==> src/rtl/spi_xfer_ctrl.sv <==
// SPI mode-0 byte sequencer: each accepted host command becomes one MSB-first transfer,
// with optional chip-select hold across back-to-back bytes to the same slave.
module spi_xfer_ctrl #(
    parameter int DATA_W = 8,
    parameter int NUM_CS = 4,
    parameter int CS_W   = 2,
    parameter int DIV_W  = 8
) (
    input  logic              clk,
    input  logic              reset,
    input  logic              cmd_valid,
    output logic              cmd_ready,
    input  logic [CS_W-1:0]   cmd_cs_idx,
    input  logic [DATA_W-1:0] cmd_data,
    input  logic              cmd_last,
    input  logic [DIV_W-1:0]  cmd_div,
    output logic              rsp_valid,
    output logic [DATA_W-1:0] rsp_data,
    output logic              busy,
    output logic              s_clk,
    output logic [NUM_CS-1:0] m_chip_sel,
    output logic              mosi,
    input  logic              miso
);

    localparam int BC_W = $clog2(DATA_W + 1);

    typedef enum logic [2:0] {
        S_IDLE,
        S_GAP,
        S_SETUP,
        S_HIGH,
        S_LOW,
        S_DONE
    } state_t;

    state_t state, state_next;

    logic [DIV_W-1:0]  div_q, half_cnt;
    logic [BC_W-1:0]   bit_cnt;
    logic [CS_W-1:0]   idx_q, held_idx;
    logic              last_q, held;
    logic [DATA_W-1:0] tx_sr, rx_sr;
    logic [NUM_CS-1:0] cs_q, cs_decode;
    logic              mosi_q, s_clk_q;
    logic              accept, phase_end;
    logic [CS_W-1:0]   setup_idx;
    logic              setup_msb;

    // Command handshake: a command transfers on a rising edge where cmd_valid and
    // cmd_ready are both high; rsp_valid is a one-cycle pulse with no backpressure.
    assign cmd_ready = (state == S_IDLE) && !reset;
    assign accept    = cmd_valid && cmd_ready;
    assign phase_end = (half_cnt == div_q);

    always_ff @(posedge clk) begin
        if (reset) state <= S_IDLE;
        else       state <= state_next;
    end

    always_comb begin
        state_next = state;
        case (state)
            S_IDLE:  if (accept) state_next = (held && (held_idx != cmd_cs_idx)) ? S_GAP : S_SETUP;
            S_GAP:   if (phase_end) state_next = S_SETUP;
            S_SETUP: if (phase_end) state_next = S_HIGH;
            S_HIGH:  if (phase_end) state_next = S_LOW;
            S_LOW:   if (phase_end) state_next = (bit_cnt == BC_W'(DATA_W)) ? S_DONE : S_HIGH;
            S_DONE:  state_next = S_IDLE;
            default: state_next = S_IDLE;
        endcase
    end

    // SETUP is entered straight from IDLE (command not yet latched) or from GAP.
    assign setup_idx = (state == S_IDLE) ? cmd_cs_idx : idx_q;
    assign setup_msb = (state == S_IDLE) ? cmd_data[DATA_W-1] : tx_sr[DATA_W-1];

    always_comb begin
        cs_decode = '0;
        for (int i = 0; i < NUM_CS; i++) begin
            if (setup_idx == CS_W'(i)) cs_decode[i] = 1'b1;
        end
    end

    always_ff @(posedge clk) begin
        if (reset) begin
            div_q    <= '0;
            half_cnt <= '0;
            bit_cnt  <= '0;
            idx_q    <= '0;
            held_idx <= '0;
            last_q   <= 1'b0;
            held     <= 1'b0;
            tx_sr    <= '0;
            rx_sr    <= '0;
            cs_q     <= '0;
            mosi_q   <= 1'b0;
            s_clk_q  <= 1'b0;
        end else begin
            half_cnt <= ((state_next != state) || (state == S_IDLE)) ? '0 : half_cnt + 1'b1;
            s_clk_q  <= (state_next == S_HIGH);

            if (accept) begin
                tx_sr   <= cmd_data;
                idx_q   <= cmd_cs_idx;
                last_q  <= cmd_last;
                div_q   <= cmd_div;
                bit_cnt <= '0;
            end

            if (state_next == S_GAP && state != S_GAP) begin
                cs_q <= '0;
                held <= 1'b0;
            end

            if (state_next == S_SETUP && state != S_SETUP) begin
                cs_q   <= cs_decode;
                mosi_q <= setup_msb;
            end

            if (state_next == S_HIGH && state != S_HIGH) begin
                rx_sr <= {rx_sr[DATA_W-2:0], miso};
            end

            if (state_next == S_LOW && state != S_LOW) begin
                tx_sr   <= tx_sr << 1;
                mosi_q  <= tx_sr[DATA_W-2];
                bit_cnt <= bit_cnt + 1'b1;
            end

            // Leaving DONE: either release the slave or remember it for the next byte.
            if (state == S_DONE) begin
                mosi_q   <= 1'b0;
                held     <= !last_q;
                held_idx <= idx_q;
                if (last_q) cs_q <= '0;
            end
        end
    end

    assign busy       = (state != S_IDLE);
    assign s_clk      = s_clk_q;
    assign rsp_valid  = (state == S_DONE);
    assign rsp_data   = rx_sr;
    assign m_chip_sel = cs_q;
    assign mosi       = mosi_q;

endmodule

==> config.mk <==
export PLATFORM = sky130hd
export DESIGN_NAME = spi_xfer_ctrl
export DESIGN_NICKNAME = d
export VERILOG_FILES = /design/src/rtl/spi_xfer_ctrl.sv
export SDC_FILE = /design/constraint.sdc
export NUM_CORES = 1
export LEC_CHECK = 0
export CORE_MARGIN = 2
export CORE_UTILIZATION = 46
export DETAILED_ROUTE_END_ITERATION = 10
export PLACE_DENSITY = 0.74
export SKIP_CTS_REPAIR_TIMING = 1
export SYNTH_ARGS = -nofsm -noshare
export SYNTH_HDL_FRONTEND = slang
export SYNTH_SLANG_ARGS = --single-unit
==> constraint.sdc <==
create_clock -name clk -period 2.2 [get_ports clk]
set_input_delay 0.44 -clock clk [delete_from_list [all_inputs] [get_ports clk]]
set_output_delay 0.44 -clock clk [all_outputs]
set_load 0.02 [all_outputs]
# After elaboration in Yosys (flattened, before gate mapping)
# Index checks and enable logic that the tools add are counted.
# W data, S select, Z words.
[totals]
ff_bits = 51
inputBits = 23
output_inout_bits = 17
wordCells = 81
[op_classes]
add_sub_neg = 2
n_eq_ne = 20
muxes = 26
reduce_logical = 19
[op_table]
columns = ["op", "n"]
rows = [
  ["$mux W4", 6],
  ["$mux W3", 6],
  ["$mux W8", 2],
  ["$pmux W3 S5", 1],
  ["$eq A3 B2 Y1 const B", 4],
  ["$eq A3 B3 Y1 const B", 3],
  ["$mux W1", 9],
  ["$add A8 B1 Y8 const B", 1],
  ["$eq A8 B8 Y1", 1],
  ["$logic_and A1 B1 Y1", 7],
  ["$eq A3 B1 Y1 const B", 2],
  ["$ne A3 B2 Y1 const B", 2],
  ["$reduce_bool A2 Y1", 3],
  ["$reduce_or A2 Y1", 3],
  ["$add A4 B1 Y4 const B", 1],
  ["$eq A2 B2 Y1 const B", 2],
  ["$eq A4 B4 Y1 const B", 1],
  ["$mux W2", 2],
  ["$logic_not A3 Y1", 1],
  ["$ne A3 B1 Y1 const B", 1],
  ["$ne A3 B3 Y1", 1],
  ["$ne A3 B3 Y1 const B", 1],
  ["$reduce_bool A3 Y1", 1],
  ["$eq A2 B1 Y1 const B", 1],
  ["4 further kinds", 5],
]

# Longest topological paths before layout
# Gate-level depths: netlist of the first run.
[depth]
ltp_word = 11
depth_mapped = 10
depth_no_buf = 8

# Worst setup path before layout of the first run
# Ideal clock, no wire load.
[synth_timing]
kind = "register to register"
start = "reg state[2]"
end = "reg mosi_q, in the netlist mosi"
arrival_time_ps = 1968
required_time_ps = 2069
setup_slack_ps = 101
stages_incl_launch_ff = 10
n_path_buf = 2
period_less_slack_ps = 2099
cell_sequence = "dfxtp_1 > buf_6 > nor3_4 > clkinv_1 > nor2_1 > a221oi_2 > or3_1 > buf_6 > mux2i_1 > o31ai_1"
[synth_between]
elab_chain_cells = 8
elab_cells_between_ends = 25
classes_between = "eq/ne (9); mux (9); reduce/logical (7)"
[synth_lines]
columns = ["item", "line", "text"]
rows = [
  ["start, declared", "37", "state_t state, state_next;"],
  ["start signal, assigned", "58", "else state <= state_next;"],
  ["$logic_not A3 Y1", "52, 63, 76", ""],
  ["$logic_and A1 B1 Y1", "52", "assign cmd_ready = (state == S_IDLE) && !reset;"],
  ["$logic_and A1 B1 Y1", "53", "assign accept = cmd_valid && cmd_ready;"],
  ["$mux W3", "64", "S_IDLE: if (accept) state_next = (held && (held_idx != cmd_cs_idx)) ? S_GAP : S_SETUP;"],
  ["$pmux W3 S5", "63", "case (state)"],
  ["$eq A3 B3 Y1 or $eq A3 B2 Y1 (tied branches)", "125, 116", ""],
  ["$logic_and A1 B1 Y1, on equally long branches", "125, 116", ""],
  ["$mux W1 or $reduce_bool A2 Y1 (tied branches)", "--", ""],
  ["end signal, assigned", "118", "mosi_q <= setup_msb;"],
  ["end signal, assigned", "127", "mosi_q <= tx_sr[DATA_W-2];"],
  ["end, declared", "45", "logic mosi_q, s_clk_q;"],
]
# Parallel ways exist; a longest one is shown, timed or not. The select of a mux whose other input is x is not followed.
# A chain may end at the register's enable or synchronous reset.

# Final worst setup path of the first run
[layout_timing]
start = "reg half_cnt[5]"
end = "reg mosi_q, in the netlist mosi"
[layout_between]
elab_chain_cells = 6
elab_cells_between_ends = 12
classes_between = "eq/ne (3); mux (6); reduce/logical (3)"
[layout_lines]
columns = ["item", "line", "text"]
rows = [
  ["start, declared", "39", "logic [DIV_W-1:0] div_q, half_cnt;"],
  ["start signal, assigned", "100", "half_cnt <= ((state_next != state) || (state == S_IDLE)) ? '0 : half_cnt + 1'b1;"],
  ["$eq A8 B8 Y1 (*)", "54", "assign phase_end = (half_cnt == div_q);"],
  ["$mux W3, on equally long branches", "--", ""],
  ["$pmux W3 S5 (*)", "63", ""],
  ["$eq A3 B3 Y1 or $eq A3 B2 Y1 (tied branches)", "125, 116", ""],
  ["$logic_and A1 B1 Y1, on equally long branches", "125, 116", ""],
  ["$mux W1 or $reduce_bool A2 Y1 (tied branches)", "--", ""],
]
# Every way passes the cells marked *; elsewhere a longest branch is shown, timed or not.

==> metrics.csv, run 1 <==
stage;metric;value;unit
yosys;Post-Syn Nets;301;
yosys;Post-Syn Area per Cell;8.52;µm²
cts;TritonCTS clock tree;yes;
grt;initial antenna violation count;0;
power_and_ir_drop;P per Cell Area;697;nW/µm²
routing;met1 WL;2.32;mm
grt;GRT overflow;0;
timing;# setup viols final;0;
routing;initial drt markers;111;
worst_setup_path;critical path depth;8;
grt;vias in the first global route;1791;
power_and_ir_drop;Internal;1.48;mW
power_and_ir_drop;net switching power;609;µW
placed_design;GPL Wtd Cong;0.827;
floorplan;Initial Utilization;48.6;%
routing;DR top layer;met4;
worst_setup_path;critical path type;flop to flop;
floorplan;die height;75.4;µm
cts;clk root buf;clkbuf_8;
power_and_ir_drop;Comb power frac;24.3;%
yosys;warnings from Yosys;0;
worst_setup_path;CP Data Required Time;2.39;ns
job;Max Cap Viol;0;
yosys;ys async rst share;0;%
floorplan;Die Wd;75.4;µm
routing;Detail Route Antenna Nets;0;
routing;WL final;4.83;mm
timing;Worst Setup Slack, final;0.126;ns
timing;final hold violations;0;
routing;Remaining DRCs;0;
cts;Num CTS Buffers;5;
status;run status;finished clean;
floorplan;# IOs;40;
floorplan;Die Area;5680;µm²
finish;fillcell total;438;
routing;drt wl/cell;12.4;µm
placed_design;pre-CTS setup slack;-0.301;ns
worst_setup_path;r2r worst-path depth;8;
placed_design;Post-Place Cells;384;
yosys;EDFF count, synth;0;
yosys;Main synth FF type;dfxtp_1;
timing;max-slew violations;0;
timing;final worst path period need;2.07;ns
worst_setup_path;Data arrival, critical path;2.27;ns
worst_setup_path;kind of cell adding the most delay to the critical path;simple AND/OR/NAND/NOR gates;
power_and_ir_drop;Flop pwr share;49.6;%
cts;CTS Buffer Depth;2;
cts;# H-tree levels;2;
timing;Final period util;94.3;%
cts;Clock Latency Late Sink;0.30;ns
yosys;Yosys reg bits;51;
timing;Worst Max-Slew Pin Slew;0.322;ns
timing;Setup Skew;0.00631;ns
routing;Via Count;1996;
worst_setup_path;CP startpoint kind;flop;
timing;Slew HR;78.5;%
finish;antenna cells;0;
finish;leading cell type in the layout, fill and taps excluded;dfxtp_1;
timing;FMAX;0.482;GHz
worst_setup_path;slowest stage delay, CP;0.43;ns
finish;layout net count;350;
grt;first-pass GRT wire length;8.05;mm
finish;Area Growth Syn to Fin;28.2;%
floorplan;num rows;25;
grt;largest net degree at the start of global routing;22;
cts;clk sink count;51;
grt;overall routing resource usage;18.6;%
routing;routed wl met3;183;µm
worst_setup_path;CP max FO;9;
yosys;Distinct cells, synth;38;
yosys;Synth Instances;275;
worst_setup_path;CP max stage cell;or3_4;
finish;layout cells sized above 1;13.0;%
floorplan;CORE AREA;4820;µm²
placed_design;Post-DP HPWL;3.52;mm
routing;Pre-antenna DRT Iters;4;
power_and_ir_drop;maximum VDD drop;0.362;mV
worst_setup_path;CP bufs+invs;1;
yosys;sequential share of the synthesized area;43.6;%
routing;Via-to-Cell Ratio;5.10;
worst_setup_path;Worst setup EP type;flop;
power_and_ir_drop;power share of the clock group;26.2;%
hold_path;Hold Path Cell Cnt;2;
routing;DR WL met2;2.27;mm
placed_design;# port buffers;39;
finish;non-filler instance count after layout;391;
finish;most frequent cells in the layout;dfxtp_1, nor2_1, nand2_1, clkdlybuf4s50_1, buf_4;
yosys;Synth Cell Area;2340;µm²
worst_setup_path;crit path cell chain;xor2_1 -> nor4_2 -> and2_2 -> buf_4 -> o21a_1 -> or3_4 -> mux2i_1 -> o31ai_1;
cts;clock transition at the registers of the reported paths;0.09;ns
hold_path;Hold Crit Class;flop to flop;
power_and_ir_drop;cell leakage power;1.29;nW
power_and_ir_drop;switch share;29.1;%
[power by group through the flow]
stage / logic, mW / clock network, mW / registers, mW
2_1_floorplan: 0.318 / 0 / 1.05
3_3_place_gp: 0.489 / 0 / 1.06
3_5_place_dp: 0.495 / 0 / 1.06
4_1_cts: 0.496 / 0.560 / 1.04
5_1_grt: 0.565 / 0.596 / 1.05
6_report: 0.508 / 0.547 / 1.04
[stage by stage]
stage	area [µm²]	utilization [%]	hold slack [ns]	total power [mW]	TNS [ns]
final	3000	62.3	0.472	2.09	0
after global routing	3000	62.3	0.495	2.21	-0.0424
after CTS	2970	61.7	0.479	2.09	-0.533
after detailed placement	2880	59.8	0.467	1.55	-2.82
after global placement	2880	59.8	0.454	1.55	-2.51
after floorplan	2340	-	0.437	1.37	0
[layer usage]
metal  track usage (%)  vias up
li1                  -     1037
met1              24.7      917
met2              29.8       37
met3              5.16        5
met4              5.26        0
met5                 0        -
[path summary, 6_finish.rpt]
path                       from       endpoint  slack [ns]
hold / removal    m_chip_sel[3]  m_chip_sel[3]        0.47
setup reg to reg    half_cnt[5]           mosi        0.13
setup / recovery    half_cnt[5]           mosi        0.13
hold reg to reg   m_chip_sel[3]  m_chip_sel[3]        0.47
[cell type report]
| cell class | instances | area (µm²) | area share [%] |
|---|---|---|---|
| inverters | 6 | 22.5 | 0.750 |
| flip-flops and latches | 51 | 1030 | 34.2 |
| clock inverters | 1 | 5.00 | 0.167 |
| well taps | 67 | 83.8 | 2.79 |
| clock buffers | 6 | 82.6 | 2.75 |
| repair buffers | 59 | 561 | 18.7 |
| multi-input cells | 201 | 1220 | 40.7 |
[state kept, by name, indices dropped and copies added, names as in the netlist, 3 cells and up]
signal      cells
state           3
bit_cnt         4
div_q           8
tx_sr           8
rsp_data        8
half_cnt        8
m_chip_sel      4
[worst min-delay path: cells and delay by family (launching register included)]
kind             cells  cell delay [ns]
flip-flops           1             0.32
AND/OR/NAND/NOR      1             0.06
AO/OA/AOI/OAI        1             0.05
[cell families after synthesis]
logic type	count (synthesis)	synth area share, %
mux	16	6.84
simple gates	119	24.6
xor+xnor	16	5.98
fa+ha+maj	3	1.60
flops	51	43.6
compound gates	47	12.3
buf+inv	23	5.07
[Yosys cell counts (4+ instances only)]
master / count / area share, %
mux2i_1: 16 / 6.8
o21ai_0: 14 / 3.0
nand3b_1: 6 / 1.9
nor2_1: 37 / 5.9
inv_1: 5 / 0.80
a211oi_1: 8 / 2.6
and3_1: 4 / 1.1
nand3_1: 15 / 3.2
clkbuf_1: 11 / 1.8
buf_6: 4 / 1.9
xor2_1: 15 / 5.6
a21oi_1: 15 / 3.2
nand2_1: 36 / 5.8
dfxtp_1: 51 / 44
(Power assumes the default switching activity.)
==> run 2: changes to the inputs <==
--- a/config.mk
+++ b/config.mk
@@ -5,7 +5,7 @@
 export SDC_FILE = /design/constraint.sdc
 export NUM_CORES = 1
 export LEC_CHECK = 0
-export CORE_MARGIN = 2
+export CORE_MARGIN = 8
 export CORE_UTILIZATION = 46
 export DETAILED_ROUTE_END_ITERATION = 10
 export PLACE_DENSITY = 0.74
==> metrics.csv, run 2 (same netlist as run 1, synthesis figures left out) <==
stage;metric;value;unit;change
floorplan;Initial Utilization;46.8;%;was 48.6%
job;Max Cap Viol;0;;unchanged
timing;Final period util;97.6;%;was 94.3%
finish;layout net count;360;;was 350
cts;# H-tree levels;2;;unchanged
finish;Area Growth Syn to Fin;35.1;%;was 28.2%
timing;RSZ-0062 raised after global routing;yes;;
placed_design;Placed Area;2970;µm²;was 2880 µm²
placed_design;# port buffers;39;;unchanged
placed_design;Post-Place Cells;397;;was 384
power_and_ir_drop;cell leakage power;1.37;nW;was 1.29 nW
power_and_ir_drop;power share of the clock group;28.8;%;was 26.2%
worst_setup_path;Worst setup EP type;flop;;unchanged
floorplan;Die Wd;87.4;µm;was 75.4 µm
hold_path;Hold Crit Class;flop to flop;;unchanged
worst_setup_path;CP startpoint kind;primary input;;was flop
routing;Via Count;2080;;was 1996
finish;non-filler instance count after layout;405;;was 391
floorplan;num rows;26;;was 25
worst_setup_path;CP max FO;9;;unchanged
grt;initial antenna violation count;0;;unchanged
power_and_ir_drop;power after layout;2.25;mW;was 2.09 mW
power_and_ir_drop;Comb power frac;25.3;%;was 24.3%
timing;max-slew violations;0;;unchanged
routing;Remaining DRCs;0;;unchanged
timing;Worst Max-Slew Pin Slew;0.334;ns;was 0.322 ns
power_and_ir_drop;maximum VDD drop;0.384;mV;was 0.362 mV
finish;area of the multi-input gates;1260;µm²;was 1220 µm²
cts;clk root buf;clkbuf_8;;unchanged
finish;Register Area;1030;µm²;about the same
status;run status;finished clean;;unchanged
timing;Slew HR;77.6;%;was 78.5%
finish;layout cells sized above 1;19.1;%;was 13.0%
worst_setup_path;critical path type;primary input to flop;;was flop to flop
routing;initial drt markers;111;;unchanged
cts;Num CTS Buffers;5;;unchanged
power_and_ir_drop;Internal;1.61;mW;was 1.48 mW
worst_setup_path;Data arrival, critical path;2.34;ns;was 2.27 ns
grt;first-pass GRT wire length;8.95;mm;was 8.05 mm
grt;vias in the first global route;1998;;was 1791
worst_setup_path;CP Data Required Time;2.40;ns;was 2.39 ns
floorplan;Die Area;7630;µm²;was 5680 µm²
placed_design;GPL Wtd Cong;0.807;;was 0.827
cts;Clock Latency Late Sink;0.30;ns;about the same
timing;# setup viols final;0;;unchanged
timing;Setup Skew;0.00173;ns;was 0.00631 ns
grt;largest net degree at the start of global routing;34;;was 22
routing;Pre-antenna DRT Iters;4;;unchanged
power_and_ir_drop;P per Cell Area;712;nW/µm²;was 697 nW/µm²
routing;drt wl/cell;13.5;µm;was 12.4 µm
routing;WL final;5.48;mm;was 4.83 mm
placed_design;Post-DP HPWL;3.89;mm;was 3.52 mm
floorplan;die height;87.4;µm;was 75.4 µm
routing;Detail Route Antenna Nets;0;;unchanged
cts;CTS Buffer Depth;2;;unchanged
cts;clock transition at the registers of the reported paths;0.09;ns;about the same
finish;most frequent cells in the layout;dfxtp_1, nor2_1, nand2_1, clkdlybuf4s50_1, buf_4;;unchanged
floorplan;# IOs;40;;unchanged
timing;final worst path period need;2.15;ns;was 2.07 ns
grt;overall routing resource usage;14.8;%;was 18.6%
routing;Via-to-Cell Ratio;5.14;;was 5.10
power_and_ir_drop;net switching power;646;µW;was 609 µW
power_and_ir_drop;switch share;28.7;%;was 29.1%
finish;fillcell total;463;;was 438
cts;TritonCTS clock tree;yes;;unchanged
finish;post-layout instance area;3170;µm²;was 3000 µm²
placed_design;pre-CTS setup slack;-0.280;ns;was -0.301 ns
timing;FMAX;0.466;GHz;was 0.482 GHz
floorplan;CORE AREA;5010;µm²;was 4820 µm²
cts;clk sink count;51;;unchanged
finish;leading cell type in the layout, fill and taps excluded;dfxtp_1;;unchanged
timing;Worst Setup Slack, final;0.0537;ns;was 0.126 ns
power_and_ir_drop;Flop pwr share;45.9;%;was 49.6%
grt;GRT overflow;0;;unchanged
timing;TNS Setup;0;ns;unchanged
timing;final hold violations;0;;unchanged
finish;antenna cells;0;;unchanged
-- run 2: stage by stage --
stage | hold slack [ns] | util, %
floorplan | 0.437 | -
global placement | 0.451 | 59.4
detailed placement | 0.462 | 59.4
CTS | 0.475 | 61.6
global route | 0.495 | 63.2
finish | 0.465 | 63.2
-- run 2: cell type report --
| class | count | share of cell area [%] |
|---|---|---|
| repair buffers | 69 | 20.6 |
| well taps | 70 | 2.77 |
| multi-input cells | 201 | 39.8 |
| clock inverters | 3 | 1.38 |
| inverters | 6 | 0.711 |
| clock buffers | 5 | 2.17 |
| flip-flops and latches | 51 | 32.6 |
-- run 2: worst paths after layout --
kind,start,endpoint,slack [ns],cells past startpoint
max reg2reg,div_q[1],m_chip_sel[1],0.06,8
max,cmd_cs_idx[1],mosi,0.05,8
min,div_q[6],div_q[6],0.47,2
min reg2reg,div_q[6],div_q[6],0.47,2
-- run 2: worst max-delay path, cell delays in order --
cell and delay (ns):
clkdlybuf4s50_1 0.50, xor2_1 0.20, o21ai_0 0.16, and2_4 0.17, a211oi_1 0.32, or3_4 0.27, mux2i_1 0.20, o31ai_1 0.08
-- run 2: per-layer routing --
metal | global-route usage, % | vias up | wire length (µm)
li1 | - | 1051 | -
met1 | 17.9 | 959 | 2440
met2 | 24.7 | 63 | 2620
met3 | 3.02 | 7 | 325
met4 | 6.09 | 0 | 91
met5 | 0 | - | 0
-- run 2: power groups by stage --
| stage | sequential (mW) | clock (mW) | combinational (mW) |
|---|---|---|---|
| after detailed placement | 1.05 | 0 | 0.533 |
| after global placement | 1.05 | 0 | 0.526 |
| after floorplan | 1.05 | 0 | 0.318 |
| after global routing | 1.04 | 0.698 | 0.620 |
| final | 1.03 | 0.649 | 0.570 |
| after CTS | 1.03 | 0.667 | 0.536 |
